--- config.mk ---
export PLATFORM = sky130hd
export DESIGN_NAME = ssm_acc_flat
export DESIGN_NICKNAME = d
export VERILOG_FILES = /design/src/rtl/ssm_pkg.sv /design/src/rtl/ssm_acc_if.sv /design/src/rtl/ssm_sat_add.sv /design/src/rtl/ssm_acc.sv /design/src/flat_wrapper.sv
export SDC_FILE = /design/constraint.sdc
export NUM_CORES = 1
export LEC_CHECK = 0
export BUFFER_PORTS_ARGS = -buffer_cell sky130_fd_sc_hd__buf_2
export CAP_MARGIN = 20
export CORE_ASPECT_RATIO = 0.75
export CORE_UTILIZATION = 51
export CTS_CLUSTER_SIZE = 40
export DETAILED_ROUTE_END_ITERATION = 10
export PLACE_DENSITY = 0.75
export SETUP_SLACK_MARGIN = 0.05
export SLEW_MARGIN = 20
export SYNTH_ARGS = -nofsm -noshare
export SYNTH_HDL_FRONTEND = slang
export SYNTH_HIERARCHICAL = 1
export SYNTH_SLANG_ARGS = --single-unit
export TNS_END_PERCENT = 100
--- constraint.sdc ---
create_clock -name clk -period 2.8 [get_ports clk]
set_input_delay 0.28 -clock clk [delete_from_list [all_inputs] [get_ports clk]]
set_output_delay 0.28 -clock clk [all_outputs]
set_load 0.02 [all_outputs]
--- src/rtl/ssm_pkg.sv ---
// Shared types and width helpers for the streaming product accumulator.
package ssm_pkg;

    localparam int unsigned DefN   = 16;
    localparam int unsigned DefLen = 16;

    // 2-bit frame state: Idle (no partial sum), Acc (partial sum), Hold (result presented)
    typedef enum logic [1:0] {
        StIdle = 2'b00,
        StAcc  = 2'b01,
        StHold = 2'b10
    } state_e;

    // Accumulator width that cannot overflow for len full-scale n x n products
    function automatic int unsigned acc_width(input int unsigned n, input int unsigned len);
        return 2 * n + $clog2(len);
    endfunction

    // Counter width able to hold the value len
    function automatic int unsigned cnt_width(input int unsigned len);
        return $clog2(len + 1);
    endfunction

endpackage

--- src/rtl/ssm_acc_if.sv ---
// Product-in / result-out handshake bundle for ssm_acc.
// slave: the accumulator side; master: the producer/consumer side.
interface ssm_acc_if
    import ssm_pkg::*;
#(
    parameter int unsigned N     = DefN,
    parameter int unsigned ACC_W = acc_width(DefN, DefLen)
) ();

    logic             prod_valid;
    logic             prod_ready;
    logic [2*N-1:0]   prod;
    logic             out_valid;
    logic             out_ready;
    logic [ACC_W-1:0] acc_out;
    logic             out_ovf;

    modport slave (
        input  prod_valid, prod, out_ready,
        output prod_ready, out_valid, acc_out, out_ovf
    );

    modport master (
        output prod_valid, prod, out_ready,
        input  prod_ready, out_valid, acc_out, out_ovf
    );

endinterface

--- src/rtl/ssm_sat_add.sv ---
// Combinational accumulator adder: ACC_W-bit partial sum plus 2N-bit product.
// Build option SSM_ACC_SAT_EN clamps the sum to all-ones on carry out;
// otherwise the sum wraps. The carry is reported in both builds.
module ssm_sat_add
    import ssm_pkg::*;
#(
    parameter int unsigned N     = DefN,
    parameter int unsigned ACC_W = acc_width(DefN, DefLen)
) (
    input  logic [ACC_W-1:0] i_acc,
    input  logic [2*N-1:0]   i_addend,
    output logic [ACC_W-1:0] o_sum,
    output logic             o_carry
);

    logic [ACC_W:0] w_raw;

    // One extra bit captures the carry out of the accumulator width
    always_comb begin
        w_raw   = {1'b0, i_acc} + (ACC_W + 1)'(i_addend);
        o_carry = w_raw[ACC_W];
`ifdef SSM_ACC_SAT_EN
        // Once clamped, any further addend carries again, so the clamp persists
        o_sum   = o_carry ? {ACC_W{1'b1}} : w_raw[ACC_W-1:0];
`else
        o_sum   = w_raw[ACC_W-1:0];
`endif
    end

endmodule

--- src/rtl/ssm_acc.sv ---
// Streaming MAC back end: accumulates LEN products per frame and presents the
// sum with a sticky overflow flag on a valid/ready result channel.
// Build option SSM_ACC_SAT_EN selects saturating instead of wrapping sums.
module ssm_acc
    import ssm_pkg::*;
#(
    parameter int unsigned N     = DefN,
    parameter int unsigned LEN   = DefLen,
    parameter int unsigned ACC_W = acc_width(N, LEN)
) (
    input  logic         clk,
    input  logic         rst_n,
    ssm_acc_if.slave     bus,
    output logic         busy
);

    localparam int unsigned CntW = cnt_width(LEN);

    if (LEN < 1) begin : g_len_chk
        $error("ssm_acc: LEN must be at least 1");
    end
    if (ACC_W < 2 * N) begin : g_accw_chk
        $error("ssm_acc: ACC_W must be at least 2*N");
    end

    state_e           r_state;
    state_e           w_state_nxt;
    logic [ACC_W-1:0] r_acc;
    logic [CntW-1:0]  r_cnt;
    logic             r_ovf;
    logic [ACC_W-1:0] r_acc_out;
    logic             r_out_ovf;

    logic             w_xfer;
    logic             w_last;
    logic [ACC_W-1:0] w_sum;
    logic             w_carry;
    logic [ACC_W-1:0] w_acc_nxt;
    logic             w_ovf_nxt;

    ssm_sat_add #(
        .N     (N),
        .ACC_W (ACC_W)
    ) u_sat_add (
        .i_acc    (r_acc),
        .i_addend (bus.prod),
        .o_sum    (w_sum),
        .o_carry  (w_carry)
    );

    // Value the accumulator takes on a transfer; the first word of a frame restarts it
    always_comb begin
        w_xfer = bus.prod_valid & (r_state != StHold);
        if (r_state == StIdle) begin
            w_acc_nxt = ACC_W'(bus.prod);
            w_ovf_nxt = 1'b0;
            w_last    = (LEN == 1);
        end else begin
            w_acc_nxt = w_sum;
            w_ovf_nxt = r_ovf | w_carry;
            w_last    = (r_cnt == CntW'(LEN - 1));
        end
    end

    // State register
    always_ff @(posedge clk or negedge rst_n) begin
        if (!rst_n) begin
            r_state <= StIdle;
        end else begin
            r_state <= w_state_nxt;
        end
    end

    // Next-state decode
    always_comb begin
        w_state_nxt = r_state;
        unique case (r_state)
            StIdle: if (w_xfer) w_state_nxt = w_last ? StHold : StAcc;
            StAcc:  if (w_xfer && w_last) w_state_nxt = StHold;
            StHold: if (bus.out_ready) w_state_nxt = StIdle;
            default: w_state_nxt = StIdle;
        endcase
    end

    // Handshake outputs decoded from state only; no path from out_ready to prod_ready
    always_comb begin
        bus.prod_ready = (r_state != StHold);
        bus.out_valid  = (r_state == StHold);
        busy           = (r_state != StIdle);
        bus.acc_out    = r_acc_out;
        bus.out_ovf    = r_out_ovf;
    end

    // Partial sum, word count and result registers; results latch only on entry to Hold
    always_ff @(posedge clk or negedge rst_n) begin
        if (!rst_n) begin
            r_acc     <= '0;
            r_cnt     <= '0;
            r_ovf     <= 1'b0;
            r_acc_out <= '0;
            r_out_ovf <= 1'b0;
        end else if (r_state == StHold) begin
            if (bus.out_ready) begin
                r_acc <= '0;
                r_cnt <= '0;
            end
        end else if (w_xfer) begin
            r_acc <= w_acc_nxt;
            r_ovf <= w_ovf_nxt;
            r_cnt <= (r_state == StIdle) ? CntW'(1) : r_cnt + CntW'(1);
            if (w_last) begin
                r_acc_out <= w_acc_nxt;
                r_out_ovf <= w_ovf_nxt;
            end
        end
    end

endmodule

--- src/flat_wrapper.sv ---
// flat-port wrapper written by rule: the top's interface ports become plain ports
module ssm_acc_flat import ssm_pkg::*;
#(
    parameter int unsigned N     = DefN,
    parameter int unsigned LEN   = DefLen,
    parameter int unsigned ACC_W = acc_width(N, LEN)
)
  (clk, rst_n, busy, bus_prod_valid, bus_prod, bus_out_ready, bus_prod_ready, bus_out_valid, bus_acc_out, bus_out_ovf);
  ssm_acc_if #(.N(N), .ACC_W(ACC_W)) bus_i ();
  input  logic clk;
  input  logic rst_n;
  output logic busy;
  input wire logic [$bits(bus_i.prod_valid)-1:0] bus_prod_valid;
  input wire logic [$bits(bus_i.prod)-1:0] bus_prod;
  input wire logic [$bits(bus_i.out_ready)-1:0] bus_out_ready;
  output wire logic [$bits(bus_i.prod_ready)-1:0] bus_prod_ready;
  output wire logic [$bits(bus_i.out_valid)-1:0] bus_out_valid;
  output wire logic [$bits(bus_i.acc_out)-1:0] bus_acc_out;
  output wire logic [$bits(bus_i.out_ovf)-1:0] bus_out_ovf;
  assign bus_i.prod_valid = bus_prod_valid;
  assign bus_i.prod = bus_prod;
  assign bus_i.out_ready = bus_out_ready;
  assign bus_prod_ready = bus_i.prod_ready;
  assign bus_out_valid = bus_i.out_valid;
  assign bus_acc_out = bus_i.acc_out;
  assign bus_out_ovf = bus_i.out_ovf;
  ssm_acc #(.N(N), .LEN(LEN), .ACC_W(ACC_W)) u_core (.clk(clk), .rst_n(rst_n), .bus(bus_i), .busy(busy));
endmodule
Word-level counts from Yosys, hierarchy flattened
Cells that the tools add are included.
W data, S select, Z words.
{"block": "totals", "elab_cells": 41, "ff_bits": 81, "out_inout_bits": 40}
{"block": "op_classes", "n_mux": 15, "n_eq_ne": 7, "add_sub_neg": 2, "n_reduce_logical": 8, "n_bitwise": 3}
{"operator": "$mux W36", "n": 4}
{"operator": "$add A36 B32 Y37", "n": 1}
{"operator": "$mux W5", "n": 4}
{"operator": "$mux W2", "n": 4}
{"operator": "$pmux W2 S3", "n": 1}
{"operator": "$reduce_and A3 Y1", "n": 2}
{"operator": "$add A5 B1 Y5 const B", "n": 1}
{"operator": "$eq A5 B4 Y1 const B", "n": 1}
{"operator": "$ne A2 B1 Y1 const B", "n": 2}
{"operator": "$ne A2 B2 Y1 const B", "n": 2}
{"operator": "$reduce_and A2 Y1", "n": 2}
{"operator": "$reduce_bool A2 Y1", "n": 2}
{"operator": "$eq A2 B1 Y1 const B", "n": 1}
{"operator": "$eq A2 B2 Y1 const B", "n": 1}
{"operator": "$logic_not A2 Y1", "n": 1}
{"operator": "$mux W1", "n": 2}
{"operator": "$and A1 B1 Y1", "n": 1}
{"operator": "$logic_and A1 B1 Y1", "n": 1}
{"operator": "$not A1 Y1", "n": 1}
{"operator": "$or A1 B1 Y1", "n": 1}

Depth between registers and ports, before layout
Gate-level depths: netlist of the first run.
{"block": "depth", "word_depth": 5, "mapped_depth": 12, "ltp_nobuf": 12}

Cells and area by module
The synthesis of the first run kept the hierarchy.
{"module": "ssm_acc", "n_inst": 1, "cells_per_inst": 279, "seq_area_each_um2": 2026.9, "area_each_um2": 3370.7}
{"module": "ssm_sat_add", "n_inst": 1, "cells_per_inst": 246, "seq_area_each_um2": 0.0, "area_each_um2": 1754.2}

Least setup slack after synthesis of the first run
OpenSTA, ideal clock, no wires.
{"block": "synth_timing", "kind": "register to register", "start": "register u_core.r_acc[0]", "end": "register u_core.r_out_ovf (netlist: u_core/bus.out_ovf)", "n_path_buf": 0, "arrival_time_ns": 2.708, "stages_incl_launch_ff": 13, "t_required_ns": 2.673, "setup_ns": 0.127, "slack_ns": -0.035, "period_less_slack_ns": 2.835, "path_cell_list": "dfrtp_1 ha_1 fa_1 a21oi_1 o211ai_1 a221oi_2 nor3_1 o31a_1 o31a_1 nor2_1 nor3b_1 o21ai_0 o21ai_0"}
{"block": "synth_between", "elab_chain_cells": 3}
{"element": "start, declared", "line_no": "ssm_acc.sv:28", "rtl": "logic [ACC_W-1:0] r_acc;"}
{"element": "start signal, assigned", "line_no": "ssm_acc.sv:108", "rtl": "r_acc <= w_acc_nxt;"}
{"element": "$add A36 B32 Y37", "line_no": "ssm_sat_add.sv:20", "rtl": "w_raw = {1'b0, i_acc} + (ACC_W + 1)'(i_addend);"}
{"element": "net u_core.w_carry", "line_no": "ssm_acc.sv:37", "rtl": "logic w_carry;"}
{"element": "$or A1 B1 Y1", "line_no": "ssm_acc.sv:60", "rtl": "w_ovf_nxt = r_ovf | w_carry;"}
{"element": "$mux W1", "line_no": "ssm_acc.sv:54", "rtl": "if (r_state == StIdle) begin"}
{"element": "end signal, assigned", "line_no": "ssm_acc.sv:113", "rtl": "r_out_ovf <= w_ovf_nxt;"}
{"element": "end, declared", "line_no": "ssm_acc.sv:32", "rtl": "logic r_out_ovf;"}
The timed path passes the listed nets, and every way through them passes these cells.
A chain may end at the register's enable or synchronous reset.

Worst setup path in the final report of the first run
{"block": "layout_timing", "start": "register u_core.r_acc[1]", "end": "register u_core.r_acc_out[34] (netlist: u_core/bus.acc_out[34])"}
{"block": "layout_between", "elab_chain_cells": 2}
{"element": "$add A36 B32 Y37", "line_no": "ssm_sat_add.sv:20"}
{"element": "net u_core.w_sum[34]", "line_no": "ssm_acc.sv:36", "rtl": "logic [ACC_W-1:0] w_sum;"}
{"element": "$mux W36", "line_no": "ssm_acc.sv:54"}
{"element": "end signal, assigned", "line_no": "ssm_acc.sv:112", "rtl": "r_acc_out <= w_acc_nxt;"}
{"element": "end, declared", "line_no": "ssm_acc.sv:31", "rtl": "logic [ACC_W-1:0] r_acc_out;"}
The timed path passes the listed nets, and every way through them passes these cells.

==> results of run 1 <==
critical path: stages (launching register included):
cell	delay (ns)
dfrtp_1	0.41
buf_6	0.13
fa_2	0.40
a21oi_2	0.16
o211ai_1	0.15
a221oi_2	0.33
nor3_2	0.08
o31a_1	0.24
o31a_1	0.32
o211ai_2	0.22
xnor2_2	0.14
nand2_1	0.07
o21ai_1	0.13
power by group:
group          internal [µW]  switching (µW)  total, µW
Combinational           2060            2670       4730
Sequential              1680             334       2020
Clock                    680             475       1160
cells in the final DEF, fill, tap and decap left out, types with 4 or more instances in the layout:
cell,instances
dfrtp_1,81
buf_2,74
nand2_1,61
o21ai_0,39
buf_4,36
mux2i_1,33
ha_1,33
o2bb2ai_1,32
a21oi_1,29
xnor2_1,19
nor2_1,18
o21ai_1,16
a21o_1,13
xor2_1,12
inv_1,10
clkbuf_16,9
a22o_1,8
nand4_1,7
a21oi_2,6
nand3_1,6
o22ai_1,5
buf_6,4
sequential cells by signal, indices dropped and copies added, names as in the netlist:
name                flops
u_core/bus.out_ovf      1
u_core/bus.acc_out     36
u_core/r_acc           36
u_core/r_ovf            1
u_core/r_cnt            5
u_core/r_state          2
final cells by class:
| cell class | instances | area, µm² | area share, % |
|---|---|---|---|
| inverters | 10 | 37.5 | 0.598 |
| repair buffers | 115 | 706 | 11.3 |
| flip-flops and latches | 81 | 2030 | 32.3 |
| multi-input cells | 405 | 3050 | 48.7 |
| clock inverters | 6 | 60.1 | 0.958 |
| well taps | 132 | 165 | 2.63 |
| clock buffers | 9 | 225 | 3.59 |
final timing paths:
path / startpoint / endpoint / slack (ns)
worst max register to register: u_core/r_acc[1] / u_core/bus.acc_out[34] / -0.07
worst max-delay path: u_core/r_acc[1] / u_core/bus.acc_out[34] / -0.07
min in group clk: bus_out_ready / u_core/r_state[1] / 0.20
max in group asynchronous: rst_n / u_core/r_ovf / 2.30
worst min-delay path: rst_n / u_core/bus.acc_out[29] / -0.03
worst min register to register: u_core/bus.acc_out[32] / u_core/bus.acc_out[32] / 0.47
kinds of logic after synthesis:
family,after synthesis
fa+ha+maj,35
mux,34
simple gates,121
flops,81
buf+inv,39
xor+xnor,34
compound gates,181
synthesized netlist by cell type (3+ instances only):
library cell  count  area, µm²
clkbuf_1         14       52.6
nand3_1           8       40.0
nand2_1          61        229
inv_1            10       37.5
a31oi_1           3       18.8
o21ai_1           9       45.0
o21bai_1          3       22.5
o22ai_1           5       31.3
buf_6             6       67.6
and2_1            4       25.0
a21o_1           13       97.6
o2bb2ai_1        32        280
nor2_1           19       71.3
buf_4             3       22.5
mux2i_1          33        330
xor2_1           12        105
nand2b_1          3       18.8
xnor2_1          22        193
a21oi_1          34        170
nor3_1            3       15.0
o21ai_0          49        245
nand4_1           7       43.8
ha_1             34        425
a22o_1            8       70.1
buf_1             3       11.3
dfrtp_1          81       2030
per-layer routing:
metal,wire [µm],vias up
met4,236,0
li1,-,2126
met3,651,23
met5,0,-
met2,5820,140
met1,6140,2132
timing repair:
action,CTS,global route
gates resized for setup,26,12
endpoints found under the hold margin,0,0
hold buffers,0,0
setup endpoints to repair,22,41
pin swaps,18,15
setup buffers,3,3
through the flow:
stage	total power (µW)	hold WS [ns]	instance area, µm²	utilization (%)
finish	7900	-0.0331	6270	64.7
global route	8480	0.0526	6270	64.7
CTS	7740	0.162	6190	63.9
detailed placement	6370	0.465	5790	59.7
global placement	6160	0.455	5790	59.7
floorplan	5060	-0.0156	5140	-
==> out/qor.csv, run 1 <==
stage,metric,value,unit
drt,drt total wl,12.8,mm
drt,vias per cell,5.83,
drt,DRC errors left,0,
grt,met1 Resource Use GR,34.7,%
outcome,status,"complete, but fails checks",
layout,Layout Nets,693,
cts,CTS tree,yes,
grt,first-pass GRT wire length,21.5,mm
floorplan,Initial Util,52.9,%
synth,Mapped Nets,596,
sta,setup tns final,-0.276,ns
drt,drt wl/cell,16.9,µm
power,power density over cell area,1260,nW/µm²
synth,number of synthesized flops with an enable pin,0,
grt,grt total ovfl,0,
synth,Async SR Flop Fraction,100,%
placement,placed insts,738,
placement,"worst slack, placed",-0.115,ns
floorplan,die area,10500,µm²
setup_path,Reg2Reg Depth,12,
synth,Netlist cell types,59,
grt,Total GRT Usage,26.1,%
grt,met2 GRT Util,41.7,%
layout,ANT cells,0,
floorplan,IO Count,76,
synth,"Avg Cell Area, Syn",9.76,µm²
power,Leakage,0.00293,µW
sta,final setup fails,9,
sta,post-layout worst setup margin,-0.0741,ns
synth,Ys Warns,6,
placement,port bufs,75,
floorplan,Row Count,31,
sta,RSZ-0062 raised after global routing,yes,
synth,Yosys reg bits,81,
sta,FMAX,348,MHz
layout,layout cell share with drive strength beyond 1,27.0,%
placement,hpwl dp,9.18,mm
synth,cells after synthesis,525,
sta,Final Skew,0.00913,ns
synth,largest family of logic cells by synthesized area,compound AO/OA/AOI/OAI gates,
grt,initial antenna violation count,0,
placement,gpl congestion,0.883,
cts,"Clk Latency, worst-skew pair",0.34,ns
synth,Main synth FF type,dfrtp_1,
sta,worst relative slew slack,50.5,%
synth,post-synthesis cell area,5120,µm²
setup_path,worst endpoint data arrival time,3.14,ns
grt,largest net degree at the start of global routing,82,
cts,"Reg clk slew, reported paths",0.06,ns
sta,worst-margin pin slew,0.743,ns
synth,xor/xnor share of the synthesized area,5.81,%
outcome,failing checks,"negative hold slack, negative setup slack",
floorplan,Die Y,88.8,µm
grt,vias in the first global route,4427,
drt,Pre-antenna DRT Iters,4,
setup_path,CP required,3.06,ns
setup_path,Crit Path Category,flop to flop,
synth,compound-gate portion of the synthesized area,24.0,%
floorplan,core area,9700,µm²
sta,post-layout min period,2.87,ns
drt,1st-iter DRT viols,229,
job,max-cap violation count,0,
layout,Final Non-Filler Cells,758,
sta,Fin. Hold Viols,30,
cts,TritonCTS Sinks,81,
synth,Simple-Gate Fraction of Synth Area,11.1,%
synth,mux contribution to synthesized area,6.88,%
power,worst vdd ir,581,µV
setup_path,Crit. End Element,flop,
sta,fin crit share,103,%
hold_path,Hold WC Path Type,primary input to asynchronous set/reset pin,
drt,Final ANT Viol Nets,0,
drt,via count,4421,
layout,FILL cells,800,
cts,CTS Buf Count,9,
sta,final hold slack,-0.0331,ns
synth,adder-cell share of the synthesized area,8.69,%
setup_path,"critical path fanouts, max",3,
grt,layer carrying the most global-route usage,met2,
sta,Final Slew Violations,0,
setup_path,startpoint types,flop,
cts,CTS Root Cell,clkbuf_16,
layout,area grow syn2layout,22.4,%
floorplan,DIE WIDTH,118,µm
cts,Clock H-tree levels,3,
grt,met3 Track Usage GR,5.67,%
synth,sequential area share after synthesis,39.6,%
cts,clock buffer depth,2,
Power figures use the tool's default switching activity.
==> run 2: changes to the inputs <==
--- a/config.mk
+++ b/config.mk
@@ -7,11 +7,14 @@
 export LEC_CHECK = 0
 export BUFFER_PORTS_ARGS = -buffer_cell sky130_fd_sc_hd__buf_2
 export CAP_MARGIN = 20
+export CELL_PAD_IN_SITES_DETAIL_PLACEMENT = 1
+export CELL_PAD_IN_SITES_GLOBAL_PLACEMENT = 1
 export CORE_ASPECT_RATIO = 0.75
-export CORE_UTILIZATION = 51
+export CORE_UTILIZATION = 40
 export CTS_CLUSTER_SIZE = 40
 export DETAILED_ROUTE_END_ITERATION = 10
-export PLACE_DENSITY = 0.75
+export GPL_TIMING_DRIVEN = 1
+export PLACE_DENSITY = 0.76
 export SETUP_SLACK_MARGIN = 0.05
 export SLEW_MARGIN = 20
 export SYNTH_ARGS = -nofsm -noshare
==> run 2 against run 1 <==
  * The run still ends with negative hold slack, negative setup slack left
  * Clock power about the same
  * Largest power group unchanged
  * Hold slack better by 0.025 ns
  * Utilization down 13 points
  * First-iteration DRC count down 25%
  * Sequential share of layout area down 0.46 points
==> out/qor.csv, run 2 (synthesis results as in run 1) <==
stage,metric,value,unit
setup_path,Buf/Inv on CP,0,
hold_path,Hold WC Path Type,primary input to asynchronous set/reset pin,
setup_path,CP required,3.02,ns
setup_path,Reg2Reg Depth,11,
setup_path,startpoint types,flop,
sta,RSZ-0062 raised after global routing,yes,
power,register share of total power,25.0,%
cts,Clock H-tree levels,3,
outcome,status,"complete, but fails checks",
floorplan,core area,12400,µm²
sta,worst-margin pin slew,0.761,ns
cts,"Clk Latency, worst-skew pair",0.35,ns
drt,drt total wl,14.9,mm
setup_path,critical path depth,11,
floorplan,die area,13300,µm²
power,worst vdd ir,539,µV
drt,Pre-antenna DRT Iters,4,
cts,TritonCTS Sinks,81,
floorplan,IO Count,76,
placement,gpl congestion,0.819,
sta,worst relative slew slack,49.3,%
cts,"Reg clk slew, reported paths",0.06,ns
floorplan,DIE WIDTH,133,µm
power,switch share,44.5,%
cts,CTS Buf Count,9,
layout,layout cell share with drive strength beyond 1,27.5,%
power,Cell Int Power,4510,µW
drt,via count,4449,
drt,Final ANT Viol Nets,0,
cts,CTS tree,yes,
grt,first-pass GRT wire length,25.0,mm
grt,vias in the first global route,4843,
grt,largest net degree at the start of global routing,82,
layout,ANT cells,0,
setup_path,slowest cell on the critical path,or3_4,
sta,setup tns final,-0.737,ns
sta,final setup fails,17,
drt,1st-iter DRT viols,172,
sta,post-layout min period,2.91,ns
setup_path,"critical path fanouts, max",4,
layout,Layout Nets,696,
placement,hpwl dp,10.4,mm
layout,fin util,51.3,%
layout,area grow syn2layout,24.2,%
sta,FMAX,344,MHz
layout,FILL cells,1445,
layout,area occupied by multi-input gates,3080,µm²
outcome,failing checks,"negative hold slack, negative setup slack",
cts,CTS Root Cell,clkbuf_16,
layout,Seq. cell area,2030,µm²
sta,Final Skew,0.00902,ns
grt,grt total ovfl,0,
drt,DRC errors left,0,
floorplan,Row Count,35,
grt,initial antenna violation count,0,
setup_path,Crit Path Category,flop to flop,
power,combinational cell fraction of total power,60.4,%
power,power density over cell area,1280,nW/µm²
grt,Total GRT Usage,23.8,%
power,Leakage,0.00295,µW
sta,Final Slew Violations,0,
layout,"commonest non-fill, non-tap cell in the layout",dfrtp_1,
sta,final hold slack,-0.00772,ns
floorplan,Initial Util,41.4,%
sta,fin crit share,104,%
sta,Fin. Hold Viols,9,
cts,clock buffer depth,2,
placement,port bufs,75,
cts,post-cts hold buffer count,0,
layout,most frequent cells in the layout,"81 x dfrtp_1, 74 x buf_2, 61 x nand2_1",
job,max-cap violation count,0,
power,clock share of power,14.6,%
power,switching power,3610,µW
setup_path,Crit. End Element,flop,
setup_path,worst endpoint data arrival time,3.13,ns
drt,vias per cell,5.59,
sta,post-layout worst setup margin,-0.108,ns
drt,drt wl/cell,18.7,µm
setup_path,"Critical Path, Cell by Cell","ha_1, a211oi_4, o31ai_4, o211a_1, or3_4, a31oi_2, and2_4, o31ai_2, xor2_1, mux2i_1, o2bb2ai_1",
setup_path,Crit path largest cell delay,0.42,ns
setup_path,Top Family by Delay on Critical Path,compound AO/OA/AOI/OAI gates,
floorplan,Die Y,100,µm
## run 2: changes by cell type in the layout (fill, tap and decap cells not counted), moves of 2 or more
cell        change
buf_4           +4
clkinvlp_4      -2
o21ai_2         +2
o21ai_0         -3
a21oi_2         -2
clkbuf_1        +3
## run 2: worst reg2reg max path: stages, from the launching register on
cell and delay [ns]:
dfrtp_1 0.39, ha_1 0.36, a211oi_4 0.29, o31ai_4 0.12, o211a_1 0.25, or3_4 0.43
a31oi_2 0.21, and2_4 0.21, o31ai_2 0.07, xor2_1 0.16, mux2i_1 0.20, o2bb2ai_1 0.12
## run 2: area by class of cell
type                    instances  area share [%]
multi-input cells             405            48.3
flip-flops and latches         81            31.9
repair buffers                118            11.4
clock buffers                  13            3.93
well taps                     166            3.26
clock inverters                 3           0.629
inverters                      10           0.590
## run 2: what timing repair did
item                       4_1_cts  5_1_grt
pin swaps                       22       10
resized for setup               34       11
buffers inserted                 4        2
setup endpoints to repair       36       39
## run 2: worst paths after layout
path,from,end,slack [ns]
max,u_core/r_acc[1],u_core/r_acc[29],-0.11
min,rst_n,u_core/bus.acc_out[28],-0.008
max reg2reg,u_core/r_acc[1],u_core/r_acc[29],-0.11
min reg2reg,u_core/bus.acc_out[29],u_core/bus.acc_out[29],0.47
max in group asynchronous,rst_n,u_core/bus.acc_out[0],2.30
min in group clk,bus_out_ready,u_core/r_state[1],0.21
## run 2: power groups by stage
stage / combinational, µW / clock (µW) / sequential (µW)
floorplan: 2840 / 0 / 2220
detailed placement: 4470 / 0 / 2020
global placement: 4260 / 0 / 1990
finish: 4910 / 1180 / 2030
CTS: 4780 / 1210 / 2020
global route: 5370 / 1260 / 2090
## run 2: stage by stage
step | instance area (µm²) | cells | worst slack (ns) | total power, µW
after global placement | 5850 | 774 | -0.0221 | 6250
after floorplan | 5140 | 525 | 0.0769 | 5060
after detailed placement | 5850 | 774 | -0.180 | 6490
final | 6360 | 796 | -0.108 | 8120
after global routing | 6360 | 796 | -0.267 | 8720
after CTS | 6310 | 794 | -0.102 | 8020
## run 2: layer usage
layer	part of all wire (%)	vias up	global-route usage, %
met5	0	-	0
li1	-	2131	-
met2	47	80	39.3
met4	1.5	0	8.40
met3	3.4	21	4.80
met1	48	2217	31.3
==> run 3: changes to the inputs <==
--- a/config.mk
+++ b/config.mk
@@ -14,11 +14,11 @@
 export CTS_CLUSTER_SIZE = 40
 export DETAILED_ROUTE_END_ITERATION = 10
 export GPL_TIMING_DRIVEN = 1
-export PLACE_DENSITY = 0.76
+export PLACE_DENSITY = 0.78
 export SETUP_SLACK_MARGIN = 0.05
+export SKIP_LAST_GASP = 1
 export SLEW_MARGIN = 20
 export SYNTH_ARGS = -nofsm -noshare
 export SYNTH_HDL_FRONTEND = slang
-export SYNTH_HIERARCHICAL = 1
 export SYNTH_SLANG_ARGS = --single-unit
 export TNS_END_PERCENT = 100
==> constraint.sdc (replaced) <==
create_clock -name clk -period 2.8 [get_ports clk]
set_input_delay 0.56 -clock clk [delete_from_list [all_inputs] [get_ports clk]]
set_output_delay 0.56 -clock clk [all_outputs]
set_load 0.02 [all_outputs]
==> run 3 against run 2 <==
  * The run ends with design-rule violations left
  * Final cell count rose by 7.5%
  * Clock power up 10%
  * Routed wire length grew 11%
  * Via count increased by 7.4%
==> out/qor.csv, run 3 <==
stage,metric,value,unit
placement,hpwl dp,11.3,mm
synth,xor/xnor share of the synthesized area,6.10,%
synth,mux contribution to synthesized area,1.44,%
setup_path,"critical path fanouts, max",4,
synth,"area leader, netlist",dfrtp_1,
floorplan,DIE WIDTH,131,µm
layout,fin util,54.1,%
layout,Final Non-Filler Cells,856,
sta,worst relative slew slack,59.2,%
layout,ANT cells,0,
cts,Clock H-tree levels,3,
synth,Netlist cell types,57,
synth,top-count cell post-synth,nand2_1,
setup_path,CP required,3.01,ns
drt,drt wl/cell,19.3,µm
synth,number of synthesized flops with an enable pin,0,
setup_path,Buf/Inv on CP,0,
floorplan,core area,12300,µm²
floorplan,die area,13000,µm²
layout,layout cell share with drive strength beyond 1,30.9,%
grt,vias in the first global route,4995,
setup_path,Top Family by Delay on Critical Path,compound AO/OA/AOI/OAI gates,
sta,Final Slew Violations,0,
cts,clock buffer depth,2,
synth,Simple-Gate Fraction of Synth Area,13.3,%
layout,Seq. cell area,2030,µm²
floorplan,Initial Util,41.0,%
drt,Pre-antenna DRT Iters,8,
synth,Main synth FF type,dfrtp_1,
sta,final hold slack,0.234,ns
setup_path,Crit Path Category,flop to flop,
synth,largest family of logic cells by synthesized area,compound AO/OA/AOI/OAI gates,
grt,grt total ovfl,0,
synth,compound-gate portion of the synthesized area,26.5,%
synth,Yosys reg bits,81,
synth,"Avg Cell Area, Syn",9.04,µm²
layout,area occupied by multi-input gates,3080,µm²
grt,largest net degree at the start of global routing,73,
synth,Post-synth top cells,"82 x nand2_1, 81 x dfrtp_1, 79 x o21ai_0",
setup_path,"Critical Path, Cell by Cell","ha_4, fa_2, a21o_1, nand4_1, a31o_2, a21oi_2, a31o_4, a2111o_1, a31oi_2, xor2_1, o21ai_1",
power,power density over cell area,1310,nW/µm²
sta,worst-margin pin slew,0.611,ns
synth,Async SR Flop Fraction,100,%
cts,CTS Buf Count,9,
power,Cell Int Power,4800,µW
sta,FMAX,358,MHz
power,register share of total power,24.1,%
layout,most frequent cells in the layout,"81 x nand2_1, 80 x dfrtp_1, 77 x o21ai_0",
synth,"top cells by area, synth","dfrtp_1 40%, ha_1 8.5%, o21ai_0 7.9%",
synth,post-synthesis cell area,5030,µm²
floorplan,Die Y,99.1,µm
placement,gpl congestion,0.922,
drt,via count,4779,
sta,post-layout min period,2.79,ns
cts,TritonCTS Sinks,81,
layout,area grow syn2layout,31.9,%
outcome,failing checks,design-rule violations,
synth,cells after synthesis,556,
sta,RSZ-0062 raised after global routing,yes,
job,max-cap violation count,0,
power,switching power,3910,µW
synth,Synth top area share,40.3,%
grt,first-pass GRT wire length,26.5,mm
setup_path,slowest cell on the critical path,dfrtp_1,
synth,Mapped Nets,627,
grt,initial antenna violation count,0,
synth,Ys Warns,0,
layout,Layout Nets,756,
setup_path,Crit path largest cell delay,0.41,ns
sta,final setup fails,0,
placement,port bufs,75,
hold_path,Hold WC Path Type,primary input to asynchronous set/reset pin,
synth,adder-cell share of the synthesized area,8.86,%
floorplan,Row Count,35,
sta,fin crit share,99.8,%
setup_path,worst endpoint data arrival time,3.00,ns
layout,"commonest non-fill, non-tap cell in the layout",nand2_1,
power,Leakage,0.00310,µW
grt,Total GRT Usage,25.7,%
cts,post-cts hold buffer count,0,
power,worst vdd ir,538,µV
floorplan,IO Count,76,
cts,CTS Root Cell,clkbuf_16,
power,combinational cell fraction of total power,61.0,%
synth,sequential area share after synthesis,40.3,%
power,switch share,44.9,%
sta,setup tns final,0,ns
drt,Final ANT Viol Nets,0,
cts,CTS tree,yes,
sta,Fin. Hold Viols,0,
setup_path,startpoint types,flop,
cts,"Clk Latency, worst-skew pair",0.34,ns
drt,vias per cell,5.58,
placement,placed insts,832,
layout,FILL cells,1445,
cts,"Reg clk slew, reported paths",0.06,ns
sta,Final Skew,0.00722,ns
setup_path,Crit. End Element,flop,
drt,DRC errors left,2,
power,clock share of power,14.9,%
drt,1st-iter DRT viols,218,
drt,drt total wl,16.5,mm
outcome,status,"complete, but fails checks",
==> run 3: final timing paths <==
check	startpoint	endpoint	slack (ns)	cells after the start
hold / removal	rst_n	u_core.bus.acc_out[2]	0.23	1
setup / recovery	u_core.r_acc[0]	u_core.r_acc[30]	0.006	11
max in group asynchronous	rst_n	u_core.r_acc[23]	1.85	2
min in group clk	bus_out_ready	u_core.r_state[1]	0.47	2
hold reg to reg	u_core.bus.acc_out[34]	u_core.bus.acc_out[34]	0.48	2
setup reg to reg	u_core.r_acc[0]	u_core.r_acc[30]	0.006	11
==> run 3: kinds of logic after synthesis <==
kind of cell / after synthesis
AOI/OAI and AO/OA: 203
xor gates and xnor gates: 35
adders and majority gates: 35
buffers and inverters: 42
DFF: 81
muxes: 7
and+or+nand+nor: 153
==> run 3: metrics by stage <==
stage / instance area [µm²] / power [µW] / setup slack, ns
6_report: 6630 / 8710 / 0.00580
5_1_grt: 6630 / 9340 / -0.138
4_1_cts: 6390 / 8340 / 0.0214
3_5_place_dp: 6020 / 6850 / -0.288
3_3_place_gp: 6020 / 6600 / -0.174
2_1_floorplan: 5060 / 5130 / 0.0793
==> run 3: routing by layer <==
layer	part of all wire (%)	vias to the layer above	GRT usage, %
met5	0	-	0
met4	1.0	0	7.25
met3	4.7	13	4.37
met2	49	106	43.2
met1	45	2394	34.2
li1	-	2266	-
==> run 3: power by group through the flow <==
stage	clock (µW)	combinational, µW	sequential (µW)
CTS	1330	4950	2050
detailed placement	0	4790	2060
global placement	0	4570	2030
floorplan	0	2920	2210
finish	1300	5320	2100
global route	1370	5810	2150
==> run 3: worst reg2reg max path, stage by stage (launching register included) <==
cell and delay, ns:
dfrtp_1 0.41, ha_4 0.18, fa_2 0.39, a21o_1 0.19, nand4_1 0.14, a31o_2 0.20, a21oi_2 0.07, a31o_4 0.25
a2111o_1 0.38, a31oi_2 0.15, xor2_1 0.22, o21ai_1 0.09
==> run 3: what timing repair did <==
item | in CTS | in global routing
hold endpoints to repair | 0 | 0
gates resized for setup | 7 | 30
endpoints found under the setup margin | 10 | 31
pin swaps | 2 | 29
buffers inserted | 0 | 8
==> run 3: layout make-up <==
| type | instances | share of cell area [%] |
|---|---|---|
| Inverter | 14 | 0.792 |
| Tap cell | 166 | 3.13 |
| Clock inverter | 4 | 1.15 |
| Multi-Input combinational cell | 433 | 46.5 |
| Clock buffer | 12 | 3.72 |
| Timing Repair Buffer | 146 | 14.2 |
| Sequential cell | 81 | 30.6 |
